===== config.mk =====
export PLATFORM = sky130hd
export DESIGN_NAME = tdc_phase_sampler
export DESIGN_NICKNAME = d
export VERILOG_FILES = /design/src/rtl/tdc_phase_sampler.sv
export SDC_FILE = /design/constraint.sdc
export NUM_CORES = 1
export LEC_CHECK = 0
export CORE_MARGIN = 2
export CORE_UTILIZATION = 65
export CTS_BUF_LIST = sky130_fd_sc_hd__clkbuf_4
export DETAILED_ROUTE_END_ITERATION = 16
export PLACE_DENSITY_LB_ADDON = 0.2
export SLEW_MARGIN = 20
export SYNTH_ARGS = -nofsm -noshare
export SYNTH_HDL_FRONTEND = slang
export SYNTH_SLANG_ARGS = --single-unit

===== constraint.sdc =====
create_clock -name clk -period 59.1 [get_ports clk]
set_input_delay 17.73 -clock clk [delete_from_list [all_inputs] [get_ports clk]]
set_output_delay 17.73 -clock clk [all_outputs]
set_load 0.05 [all_outputs]

===== src/rtl/tdc_phase_sampler.sv =====
// -----------------------------------------------------------------------------
// tdc_phase_sampler
//
// Receive side of the ring-oscillator phase bus in the TDC path. The raw tap
// vector is captured on the reference clock, passed through a second
// synchroniser flop, decoded from its Johnson-style pattern into a fractional
// DCO phase (0..2*N_TAPS-1), and turned into a per-sample phase delta and a
// wrapping accumulated phase for the ADPLL loop filter.
//
// Pipeline (advances every cycle, valid bit travels with the data):
//   p1 : raw capture of osc_phases
//   p2 : second synchroniser flop
//   p3 : popcount decode + Johnson code check
//   p4 : delta / accumulate / output registers
// A sample captured at edge n is presented with valid=1 after edge n+3.
//
// Optional build macro:
//   TDC_ERR_HOLD_EN - samples failing the code check leave phase and the
//                     delta reference untouched (delta=0, accumulator held);
//                     valid, code_err and err_cnt still report them.
//
// Ports:
//   clk         in   reference (FREF) sampling clock
//   rst_n       in   asynchronous active-low reset
//   en          in   sampler enable, synchronous to clk
//   osc_phases  in   [N_TAPS]   asynchronous ring-oscillator taps
//   phase       out  [PH_W]     decoded fractional phase
//   phase_delta out  [PH_W]     (phase - previous phase) mod 2^PH_W
//   phase_acc   out  [ACC_W]    running sum of phase_delta, wrapping
//   valid       out  1          outputs updated this cycle
//   code_err    out  1          current sample failed the code check
//   err_cnt     out  [ERRCNT_W] saturating count of erroneous samples
// -----------------------------------------------------------------------------
module tdc_phase_sampler #(
  parameter int N_TAPS   = 32,
  parameter int PH_W     = 6,
  parameter int ACC_W    = 16,
  parameter int ERRCNT_W = 8
) (
  input  logic                clk,
  input  logic                rst_n,
  input  logic                en,
  input  logic [N_TAPS-1:0]   osc_phases,
  output logic [PH_W-1:0]     phase,
  output logic [PH_W-1:0]     phase_delta,
  output logic [ACC_W-1:0]    phase_acc,
  output logic                valid,
  output logic                code_err,
  output logic [ERRCNT_W-1:0] err_cnt
);

  localparam int CNT_W = $clog2(N_TAPS + 1);

  // Number of set taps; a single-bit bubble only shifts the count by one,
  // so the decoded phase degrades gracefully instead of jumping.
  function automatic logic [CNT_W-1:0] popcount(input logic [N_TAPS-1:0] v);
    logic [CNT_W-1:0] c;
    c = '0;
    for (int i = 0; i < N_TAPS; i++) begin
      c = c + CNT_W'(v[i]);
    end
    return c;
  endfunction

  // First half-period: ones fill from tap 0 upward (phase = k).
  // Second half-period: ones drain from tap 0 upward (phase = 2N - k).
  function automatic logic [PH_W-1:0] decode_phase(input logic [N_TAPS-1:0] v);
    logic [CNT_W-1:0] k;
    k = popcount(v);
    if (v[0] || (k == '0)) begin
      return PH_W'(k);
    end
    return PH_W'(2 * N_TAPS - int'(k));
  endfunction

  // A legal Johnson word has at most one boundary between runs of ones
  // and zeros along the tap chain.
  function automatic logic code_bad(input logic [N_TAPS-1:0] v);
    int t;
    t = 0;
    for (int i = 0; i < N_TAPS - 1; i++) begin
      if (v[i] != v[i+1]) begin
        t++;
      end
    end
    return (t > 1);
  endfunction

  function automatic logic [ERRCNT_W-1:0] sat_inc(input logic [ERRCNT_W-1:0] c);
    if (&c) begin
      return c;
    end
    return c + ERRCNT_W'(1);
  endfunction

  // ---------------------------------------------------------------------------
  // Pipeline state
  // ---------------------------------------------------------------------------
  logic [N_TAPS-1:0]   samp_p1_q, samp_p1_d;
  logic                vld_p1_q,  vld_p1_d;
  logic [N_TAPS-1:0]   sync_p2_q, sync_p2_d;
  logic                vld_p2_q,  vld_p2_d;
  logic [PH_W-1:0]     phase_p3_q, phase_p3_d;
  logic                err_p3_q,   err_p3_d;
  logic                vld_p3_q,   vld_p3_d;

  // phase_q doubles as the delta reference: both only move on accepted samples.
  logic [PH_W-1:0]     phase_q,    phase_d;
  logic [PH_W-1:0]     delta_q,    delta_d;
  logic [ACC_W-1:0]    acc_q,      acc_d;
  logic                valid_q,    valid_d;
  logic                code_err_q, code_err_d;
  logic [ERRCNT_W-1:0] err_cnt_q,  err_cnt_d;
  logic                first_q,    first_d;

  logic                hold_smp;
  logic [PH_W-1:0]     delta_new;

`ifdef TDC_ERR_HOLD_EN
  assign hold_smp = err_p3_q;
`else
  assign hold_smp = 1'b0;
`endif

  always_comb begin
    // p1: raw capture, tagged with the enable seen on the same edge
    samp_p1_d  = osc_phases;
    vld_p1_d   = en;

    // p2: second synchroniser flop
    sync_p2_d  = samp_p1_q;
    vld_p2_d   = vld_p1_q;

    // p3: decode and code check
    phase_p3_d = decode_phase(sync_p2_q);
    err_p3_d   = code_bad(sync_p2_q);
    vld_p3_d   = vld_p2_q;

    // p4: delta / accumulate / outputs
    phase_d    = phase_q;
    delta_d    = delta_q;
    acc_d      = acc_q;
    valid_d    = 1'b0;
    code_err_d = code_err_q;
    err_cnt_d  = err_cnt_q;
    first_d    = first_q;
    delta_new  = phase_p3_q - phase_q;

    if (vld_p3_q) begin
      valid_d    = 1'b1;
      code_err_d = err_p3_q;
      if (err_p3_q) begin
        err_cnt_d = sat_inc(err_cnt_q);
      end
      if (hold_smp) begin
        // Rejected sample: no reference yet established from it, so a
        // pending first-sample condition stays armed.
        delta_d = '0;
      end else begin
        phase_d = phase_p3_q;
        first_d = 1'b0;
        if (first_q) begin
          delta_d = '0;
        end else begin
          delta_d = delta_new;
          acc_d   = acc_q + ACC_W'(delta_new);
        end
      end
    end else begin
      // Any gap in the valid stream means en dropped; the next valid sample
      // has no trustworthy predecessor.
      first_d = 1'b1;
    end
  end

  always_ff @(posedge clk or negedge rst_n) begin
    if (!rst_n) begin
      samp_p1_q  <= '0;
      vld_p1_q   <= 1'b0;
      sync_p2_q  <= '0;
      vld_p2_q   <= 1'b0;
      phase_p3_q <= '0;
      err_p3_q   <= 1'b0;
      vld_p3_q   <= 1'b0;
      phase_q    <= '0;
      delta_q    <= '0;
      acc_q      <= '0;
      valid_q    <= 1'b0;
      code_err_q <= 1'b0;
      err_cnt_q  <= '0;
      first_q    <= 1'b1;
    end else begin
      samp_p1_q  <= samp_p1_d;
      vld_p1_q   <= vld_p1_d;
      sync_p2_q  <= sync_p2_d;
      vld_p2_q   <= vld_p2_d;
      phase_p3_q <= phase_p3_d;
      err_p3_q   <= err_p3_d;
      vld_p3_q   <= vld_p3_d;
      phase_q    <= phase_d;
      delta_q    <= delta_d;
      acc_q      <= acc_d;
      valid_q    <= valid_d;
      code_err_q <= code_err_d;
      err_cnt_q  <= err_cnt_d;
      first_q    <= first_d;
    end
  end

  assign phase       = phase_q;
  assign phase_delta = delta_q;
  assign phase_acc   = acc_q;
  assign valid       = valid_q;
  assign code_err    = code_err_q;
  assign err_cnt     = err_cnt_q;

endmodule


Word level (Yosys, flattened, before mapping)
Index checks and enable logic that the tools add are counted.
{"block": "classes", "n_addsub": 65, "order_cmp": 1, "n_eq_ne": 32, "muxes": 41, "n_bitwise": 1, "n_reduce_logical": 5}
{"op": "32-bit by 2-bit adder with 32-bit output (second input constant)", "count": 30}
{"op": "32-bit 2-to-1 mux", "count": 30}
{"op": "6-bit by 1-bit adder with 6-bit output", "count": 26}
{"op": "32-bit by 2-bit greater-than comparator with 1-bit output (second input constant)", "count": 1}
{"op": "1-bit inequality test", "count": 31}
{"op": "6-bit 2-to-1 mux", "count": 3}
{"op": "16-bit by 6-bit adder with 16-bit output", "count": 1}
{"op": "8-bit by 1-bit adder with 8-bit output (second input constant)", "count": 1}
{"op": "8-bit 2-to-1 mux", "count": 1}
{"op": "8-bit AND reduction", "count": 1}
{"op": "1-bit 2-to-1 mux", "count": 7}
{"op": "5-bit by 1-bit adder with 6-bit output", "count": 1}
{"op": "6-bit zero test", "count": 1}
{"op": "1-bit by 6-bit subtractor with 6-bit output (first input constant)", "count": 1}
{"op": "6-bit subtractor", "count": 1}
{"op": "4-bit by 1-bit adder with 5-bit output", "count": 1}
{"op": "3-bit by 1-bit adder with 4-bit output", "count": 1}
{"op": "2-bit by 1-bit adder with 3-bit output", "count": 1}
{"op": "3-bit AND reduction", "count": 1}
{"op": "1-bit by 1-bit adder with 2-bit output", "count": 1}
{"op": "2-bit inequality test (second input constant)", "count": 1}
{"op": "2-bit AND reduction", "count": 1}
{"op": "1-bit logical OR", "count": 1}
{"op": "1-bit inverter", "count": 1}
{"block": "totals", "reg_bits": 113, "inputBits": 35, "wordCells": 159}

Logic depth before layout (Yosys ltp)
Gate-level depths: netlist (run 1).
{"block": "logic_depth", "depth_word": 63, "ltp_mapped": 104, "ltp_nobuf": 98}

Worst setup path before layout (run 1)
Ideal clock, no wire load.
{"block": "synth_path", "path_type": "reg2reg", "start": "register sync_p2_q[0]", "end": "register err_p3_q", "setup_time_ns": 0.130, "arrival_ns": 20.101, "t_required_ns": 58.970, "slack_ns": 38.869, "path_stages_with_launch": 105, "path_buffers": 8, "path_cell_list": "dfrtp_1 -> buf_2 -> clkbuf_1 -> clkbuf_1 -> clkbuf_1 -> buf_1 -> clkbuf_1 -> buf_1 -> xor2_1 -> ha_1 -> a21oi_1 -> a32oi_1 -> nor2_1 -> o21ai_0 -> ha_1 -> a211o_1 -> a211o_1 -> buf_2 -> [69 not listed] -> o21ai_0 -> o22ai_1 -> a21oi_1 -> nor2_1 -> ha_1 -> nand2_1 -> o31ai_1 -> ha_1 -> mux2_2 -> ha_1 -> nand2_1 -> xnor2_1 -> a22oi_1 -> o22a_1 -> o21ai_1 -> o2111ai_1 -> a221oi_2 -> nand3_1"}
{"block": "synth_via", "elab_chain_cells": 63}
{"item": "start, declared", "line": "101", "rtl": "logic [N_TAPS-1:0] sync_p2_q, sync_p2_d;"}
{"item": "start signal, assigned", "line": "195", "rtl": "sync_p2_q <= sync_p2_d;"}
{"item": "1-bit inequality test (*)", "line": "82", "rtl": "if (v[i] != v[i+1]) begin"}
{"item": "1-bit 2-to-1 mux (*)", "line": "82"}
{"item": "32-bit by 2-bit adder with 32-bit output", "line": "83", "rtl": "t++;"}
{"item": "32-bit 2-to-1 mux (*)", "line": "82"}
{"item": "32-bit by 2-bit adder with 32-bit output", "line": "83"}
{"item": "32-bit 2-to-1 mux (*)", "line": "82"}
{"item": "32-bit by 2-bit adder with 32-bit output", "line": "83"}
{"item": "32-bit 2-to-1 mux (*)", "line": "82"}
{"item": "[48 not listed]"}
{"item": "32-bit by 2-bit adder with 32-bit output", "line": "83"}
{"item": "32-bit 2-to-1 mux (*)", "line": "82"}
{"item": "32-bit by 2-bit adder with 32-bit output", "line": "83"}
{"item": "32-bit 2-to-1 mux (*)", "line": "82"}
{"item": "32-bit by 2-bit adder with 32-bit output", "line": "83"}
{"item": "32-bit 2-to-1 mux (*)", "line": "82"}
{"item": "32-bit by 2-bit greater-than comparator with 1-bit output (*)", "line": "86", "rtl": "return (t > 1);"}
{"item": "net err_p3_d", "line": "104", "rtl": "logic err_p3_q, err_p3_d;"}
{"item": "end signal, assigned", "line": "198", "rtl": "err_p3_q <= err_p3_d;"}
{"item": "end, declared", "line": "104"}
Mark *: on every way through the listed nets, which the timed path passes. The rest lies on a longest branch.
A chain may end at the register's enable or synchronous reset.

Worst setup path after layout (run 1)
Ends and elaborated chain as after synthesis.

==> impl_metrics.csv, run 1 <==
group,metric,value,unit
run_status,status,"completed",
critical_path,reg2reg_setup_slack,38020,ps
sta,slew_headroom,47.1,%
cts,holdBufCountCts,0,
cts,worstSkewPairLatency,520,ps
critical_path,crit_path_top_delay_cell,"a311oi_1",
global_routing,grt_pass1_vias,8372,
critical_path,path_buf_inv,6,
sta,rsz0062_at_grt,"no",
critical_path,worstSetupPathType,"register to register",
place,pre_cts_ws,38270,ps
detailed_routing,dr_total_vias,8507,
floorplanning,die_height,133,microns
cts,clockBufferDepth,2,
cells_and_area,diodes,0,
yosys,ys.flop_type,"dfrtp_1",
place,placed_area,0.0117,sq mm
cts,h-tree-depth,4,
detailed_routing,ant_nets,0,
sta,period_share,35.7,%
sta,skew,19.9,ps
cts,tritoncts,"done",
detailed_routing,wl_met3,919,microns
yosys,yosysUniqueCellTypes,106,
detailed_routing,wl_met2,10600,microns
critical_path,critical_path.max_stage_delay,590,ps
critical_path,endpoint_kind,"register",
detailed_routing,post_drt_wl_per_cell,15.3,microns
yosys,synthCells,1187,
yosys,synth_area_leaders,"dfrtp_1, xor2_1, ha_1",
place,routabilityCongestion,0.889,
detailed_routing,m1WireLength,10500,microns
yosys,synth_seq_cells,113,
cells_and_area,mostFrequentLayoutCell,"nand2_1",
critical_path,crit_path_max_fanout,20,
cts,clk_pin_slew_worst_paths,130,ps
cells_and_area,nFillCells,1209,
floorplanning,ios,73,
sta,maxSlewViolCount,0,
sta,tns,0,ps
yosys,postSynth.asyncResetShare,100,%
cells_and_area,seq_area,0.00283,sq mm
cells_and_area,postLayoutCellArea,0.0120,sq mm
detailed_routing,drc,0,
floorplanning,start_util,66.0,%
global_routing,grt_pass1_wl,38000,microns
place,place_hpwl,16800,microns
cells_and_area,final_cell_mix,"nand2_1, dfrtp_1, nor2_1",
min_path,hold_class,"register to register",
sta,finalHoldViolCount,0,
detailed_routing,via_per_inst,5.82,
critical_path,path_common_cell,"ha_1",
detailed_routing,highest_layer,"met4",
global_routing,grt_overflow,0,
yosys,synth_warnings,0,
critical_path,worstPathArrival,21490,ps
yosys,synth.top_cell.area_share,25.8,%
floorplanning,dieArea,0.0178,sq mm
floorplanning,die_w,133,microns
cts,post-cts-setup-buffers,0,
sta,min_period,21080,ps
floorplanning,core,0.0165,sq mm
critical_path,worstSetupStartpointType,"register",
critical_path,worstPathRequired,59510,ps
yosys,syn-num-nets,1297,
cts,cts_buffers,17,
yosys,synth_area,0.0109,sq mm
cells_and_area,multi_input_area,0.00762,sq mm
critical_path,crit_family,"adder cells",
cts,post_cts_resized,0,
yosys,avgSynthCellArea,9.16,sq um
floorplanning,rows,47,
cells_and_area,areaGrowthSynthToFinish,10.1,%
detailed_routing,dr.pass1.iters,5,
detailed_routing,drt_iter0_markers,563,
yosys,synth_edf_count,0,
cts,cts_root_buf,"clkbuf_4",
sta,postLayoutSetupSlackWorst,38020,ps
run,cap_violations,0,
cells_and_area,layout-drive-gt1-share,9.82,%
global_routing,grt_max_degree,66,
yosys,yosysTopAreaCell,"dfrtp_1",
cts,cts_sinks,113,
detailed_routing,drt_wl_total,22400,microns
cells_and_area,nets,1339,
place,numPortBuffers,72,
sta,setup_viol,0,
global_routing,grt_use_total,25.9,%
sta,fmax,47.4,MHz
sta,tightest_slew,794,ps
cells_and_area,fin_util,72.7,%
global_routing,grt_antenna_before_repair,0,
yosys,ys_seq_area_share,26.0,%
cell usage after synthesis (9+ instances only):
master,number
o22ai_1,17
dfrtp_1,112
nand3_1,39
a21oi_1,56
xor2_1,81
nor2_1,83
inv_1,55
nand2_1,117
nand4_1,15
a21o_1,18
nor3_1,19
nor2b_1,17
and3_1,18
or3_1,15
ha_1,49
xnor2_1,66
mux2_2,18
and2_1,14
xnor2_2,12
fa_1,26
clkbuf_1,34
nand2b_1,25
nand3b_1,11
buf_2,9
mux2i_1,16
o31ai_1,9
o21ai_0,54
per-layer routing:
| layer | global-route usage, % | vias to the layer above |
|---|---|---|
| li1 | - | 4244 |
| met1 | 34.7 | 4067 |
| met2 | 43.2 | 159 |
| met4 | 7.33 | 0 |
| met3 | 4.79 | 37 |
| met5 | 0 | - |
cells by family after synthesis:
logic type      count (synthesis)  synth area share (%)
flops                         113                  26.0
fa+ha+maj                      76                  10.5
simple gates                  417                  19.8
compound gates                248                  16.2
mux                            36                  3.67
buf+inv                       108                  3.87
xor+xnor                      189                  20.0
stage by stage:
stage | hold WS (ps) | instances
2_1_floorplan | 331 | 1187
3_3_place_gp | 332 | 1430
3_5_place_dp | 335 | 1430
4_1_cts | 345 | 1462
5_1_grt | 351 | 1462
6_report | 338 | 1462
worst reg2reg max path, delay by kind of cell (launching register included):
kind                     cells  cell delay [ps]
adder cells (fa/ha/maj)     28             8990
AO/OA/AOI/OAI               37             7290
AND/OR/NAND/NOR             21             2140
multiplexers                 5             1410
flip-flops                   1              570
buffers and inverters        6              440
XOR/XNOR                     1              130
registers in the layout (all words and copies together) (netlist names):
name and cells:
code_err 1, err_cnt 8, err_p3_q 1, first_q 1, phase 6, phase_acc 16
phase_delta 6, phase_p3_q 6, samp_p1_q 32, sync_p2_q 32, valid 1, vld_p1_q 1
vld_p2_q 1, vld_p3_q 1
final timing paths:
check / from / to / cells after the start
min: samp_p1_q[15] / sync_p2_q[15] / 0
max reg2reg: sync_p2_q[0] / err_p3_q / 98
min in group asynchronous: rst_n / phase_acc[10] / 1
max: sync_p2_q[0] / err_p3_q / 98
min reg2reg: samp_p1_q[15] / sync_p2_q[15] / 0
max in group asynchronous: rst_n / sync_p2_q[17] / 2
cell type report:
class	instances	share of cell area (%)
Clock buffer	18	1.13
Clock inverter	14	1.31
Inverter	57	1.79
Multi-Input combinational cell	966	63.7
Sequential cell	113	23.7
Tap cell	220	2.30
Timing Repair Buffer	74	6.13
Power of run 1 is not shown: default switching activity piles up to over one toggle a cycle in this logic, so the estimate is an artifact.
==> inputs of run 2 (changes only) <==
Settings changed: CORE_UTILIZATION 65 to 56.
Clock period 59.1 ns to 18.4 ns, I/O delays scaled along.
==> run 2 against run 1 <==
Net effect:
- register-to-register slack got worse by 37000 ps
- routed wire length rose by 7.1%
- non-clock buffer count rose by 43
- cell count rose by 5.7%
- via count rose by 3.0%
- critical path depth rose by 1
- core utilization fell by 4.5 points
- critical path type unchanged
==> impl_metrics.csv, run 2 (same netlist as run 1, synthesis figures left out) <==
group,metric,value,unit
run_status,status,"completed",
floorplanning,die_height,143,microns
sta,period_share,96.6,%
cells_and_area,layout-drive-gt1-share,18.5,%
sta,fmax,56.2,MHz
global_routing,grt_use_total,23.3,%
place,numPortBuffers,72,
cells_and_area,nFillCells,1493,
min_path,hold_class,"register to register",
detailed_routing,via_per_inst,5.67,
critical_path,worstSetupPathType,"register to register",
detailed_routing,drt_iter0_markers,516,
cells_and_area,mostFrequentLayoutCell,"dfrtp_1",
critical_path,worstPathArrival,18200,ps
cells_and_area,nets,1382,
global_routing,grt_pass1_vias,8235,
sta,slew_headroom,36.4,%
run,cap_violations,0,
detailed_routing,dr.pass1.iters,5,
floorplanning,core,0.0189,sq mm
global_routing,grt_pass1_wl,38900,microns
sta,tightest_slew,942,ps
sta,finalHoldViolCount,0,
cts,cts_root_buf,"clkbuf_4",
cts,h-tree-depth,4,
detailed_routing,ant_nets,0,
sta,min_period,17780,ps
cells_and_area,final_cell_mix,"dfrtp_1, nand2_1, xor2_1",
cts,worstSkewPairLatency,540,ps
floorplanning,dieArea,0.0205,sq mm
floorplanning,start_util,57.5,%
critical_path,crit_path_top_delay_cell,"a222oi_1",
detailed_routing,drc,0,
floorplanning,rows,50,
critical_path,endpoint_kind,"register",
critical_path,worstPathRequired,18820,ps
detailed_routing,drt_wl_total,23900,microns
sta,postLayoutSetupSlackWorst,622,ps
detailed_routing,post_drt_wl_per_cell,15.5,microns
critical_path,crit_path_max_fanout,7,
critical_path,worstSetupStartpointType,"register",
global_routing,grt_overflow,0,
cells_and_area,diodes,0,
global_routing,grt_max_degree,73,
cts,cts_sinks,113,
cts,tritoncts,"done",
critical_path,crit_family,"adder cells",
sta,setup_viol,0,
critical_path,path_buf_inv,7,
sta,maxSlewViolCount,0,
cts,clk_pin_slew_worst_paths,120,ps
cts,cts_buffers,17,
place,routabilityCongestion,0.905,
cts,holdBufCountCts,0,
cts,clockBufferDepth,2,
sta,skew,27.7,ps
critical_path,path_common_cell,"ha_4",
floorplanning,die_w,143,microns
floorplanning,ios,73,
global_routing,grt_antenna_before_repair,0,
place,pre_cts_ws,-329,ps
detailed_routing,dr_total_vias,8761,
cells_and_area,areaGrowthSynthToFinish,18.5,%
critical_path,critical_path.max_stage_delay,450,ps
sta,tns,0,ps
place,place_hpwl,17100,microns
run 2: final cells by class:
type                    instances  area [sq um]  area share (%)
clock buffers                  17           128           0.991
clock inverters                15           198            1.53
inverters                      57           214            1.66
multi-input cells             966          8120            63.1
flip-flops and latches        113          2830            22.0
well taps                     260           325            2.53
repair buffers                117          1060            8.23
run 2: per-stage QoR:
| step | util [%] | std cells | area (sq um) | hold slack (ps) |
|---|---|---|---|---|
| 3_3_place_gp | 63.0 | 1479 | 11900 | 332 |
| 2_1_floorplan | - | 1187 | 11000 | 331 |
| 3_5_place_dp | 63.0 | 1479 | 11900 | 335 |
| 5_1_grt | 68.2 | 1545 | 12900 | 348 |
| 4_1_cts | 65.2 | 1519 | 12300 | 346 |
| 6_report | 68.2 | 1545 | 12900 | 338 |
run 2: repair_timing:
action / CTS / global route
gates resized for setup: 3 / 74
setup buffers: 8 / 26
pin swaps: 8 / 60
setup endpoints to repair: 1 / 1
run 2: routing by layer:
| layer | vias to the layer above | routed length (microns) | track usage, % |
|---|---|---|---|
| met5 | - | 0 | 0 |
| met4 | 0 | 266 | 5.01 |
| met3 | 24 | 846 | 4.50 |
| met2 | 157 | 11500 | 38.4 |
| met1 | 4232 | 11300 | 32.1 |
| li1 | 4348 | - | - |
run 2: final timing paths:
kind | start | end | slack [ps] | cells after the start
min in group asynchronous | rst_n | phase_acc[9] | 4920 | 1
setup reg to reg | sync_p2_q[1] | err_p3_q | 620 | 99
setup / recovery | sync_p2_q[1] | err_p3_q | 620 | 99
hold reg to reg | samp_p1_q[29] | sync_p2_q[29] | 340 | 0
max in group asynchronous | rst_n | samp_p1_q[19] | 12130 | 2
hold / removal | samp_p1_q[29] | sync_p2_q[29] | 340 | 0
Power of run 2 is left out for the same reason.
==> inputs of run 3 (changes only) <==
Settings changed: CTS_CLUSTER_DIAMETER set to 60.
==> results of run 3 <==
The final DEF is identical to that of run 2; final timing and power are the same.
Power of run 3 is left out for the same reason.
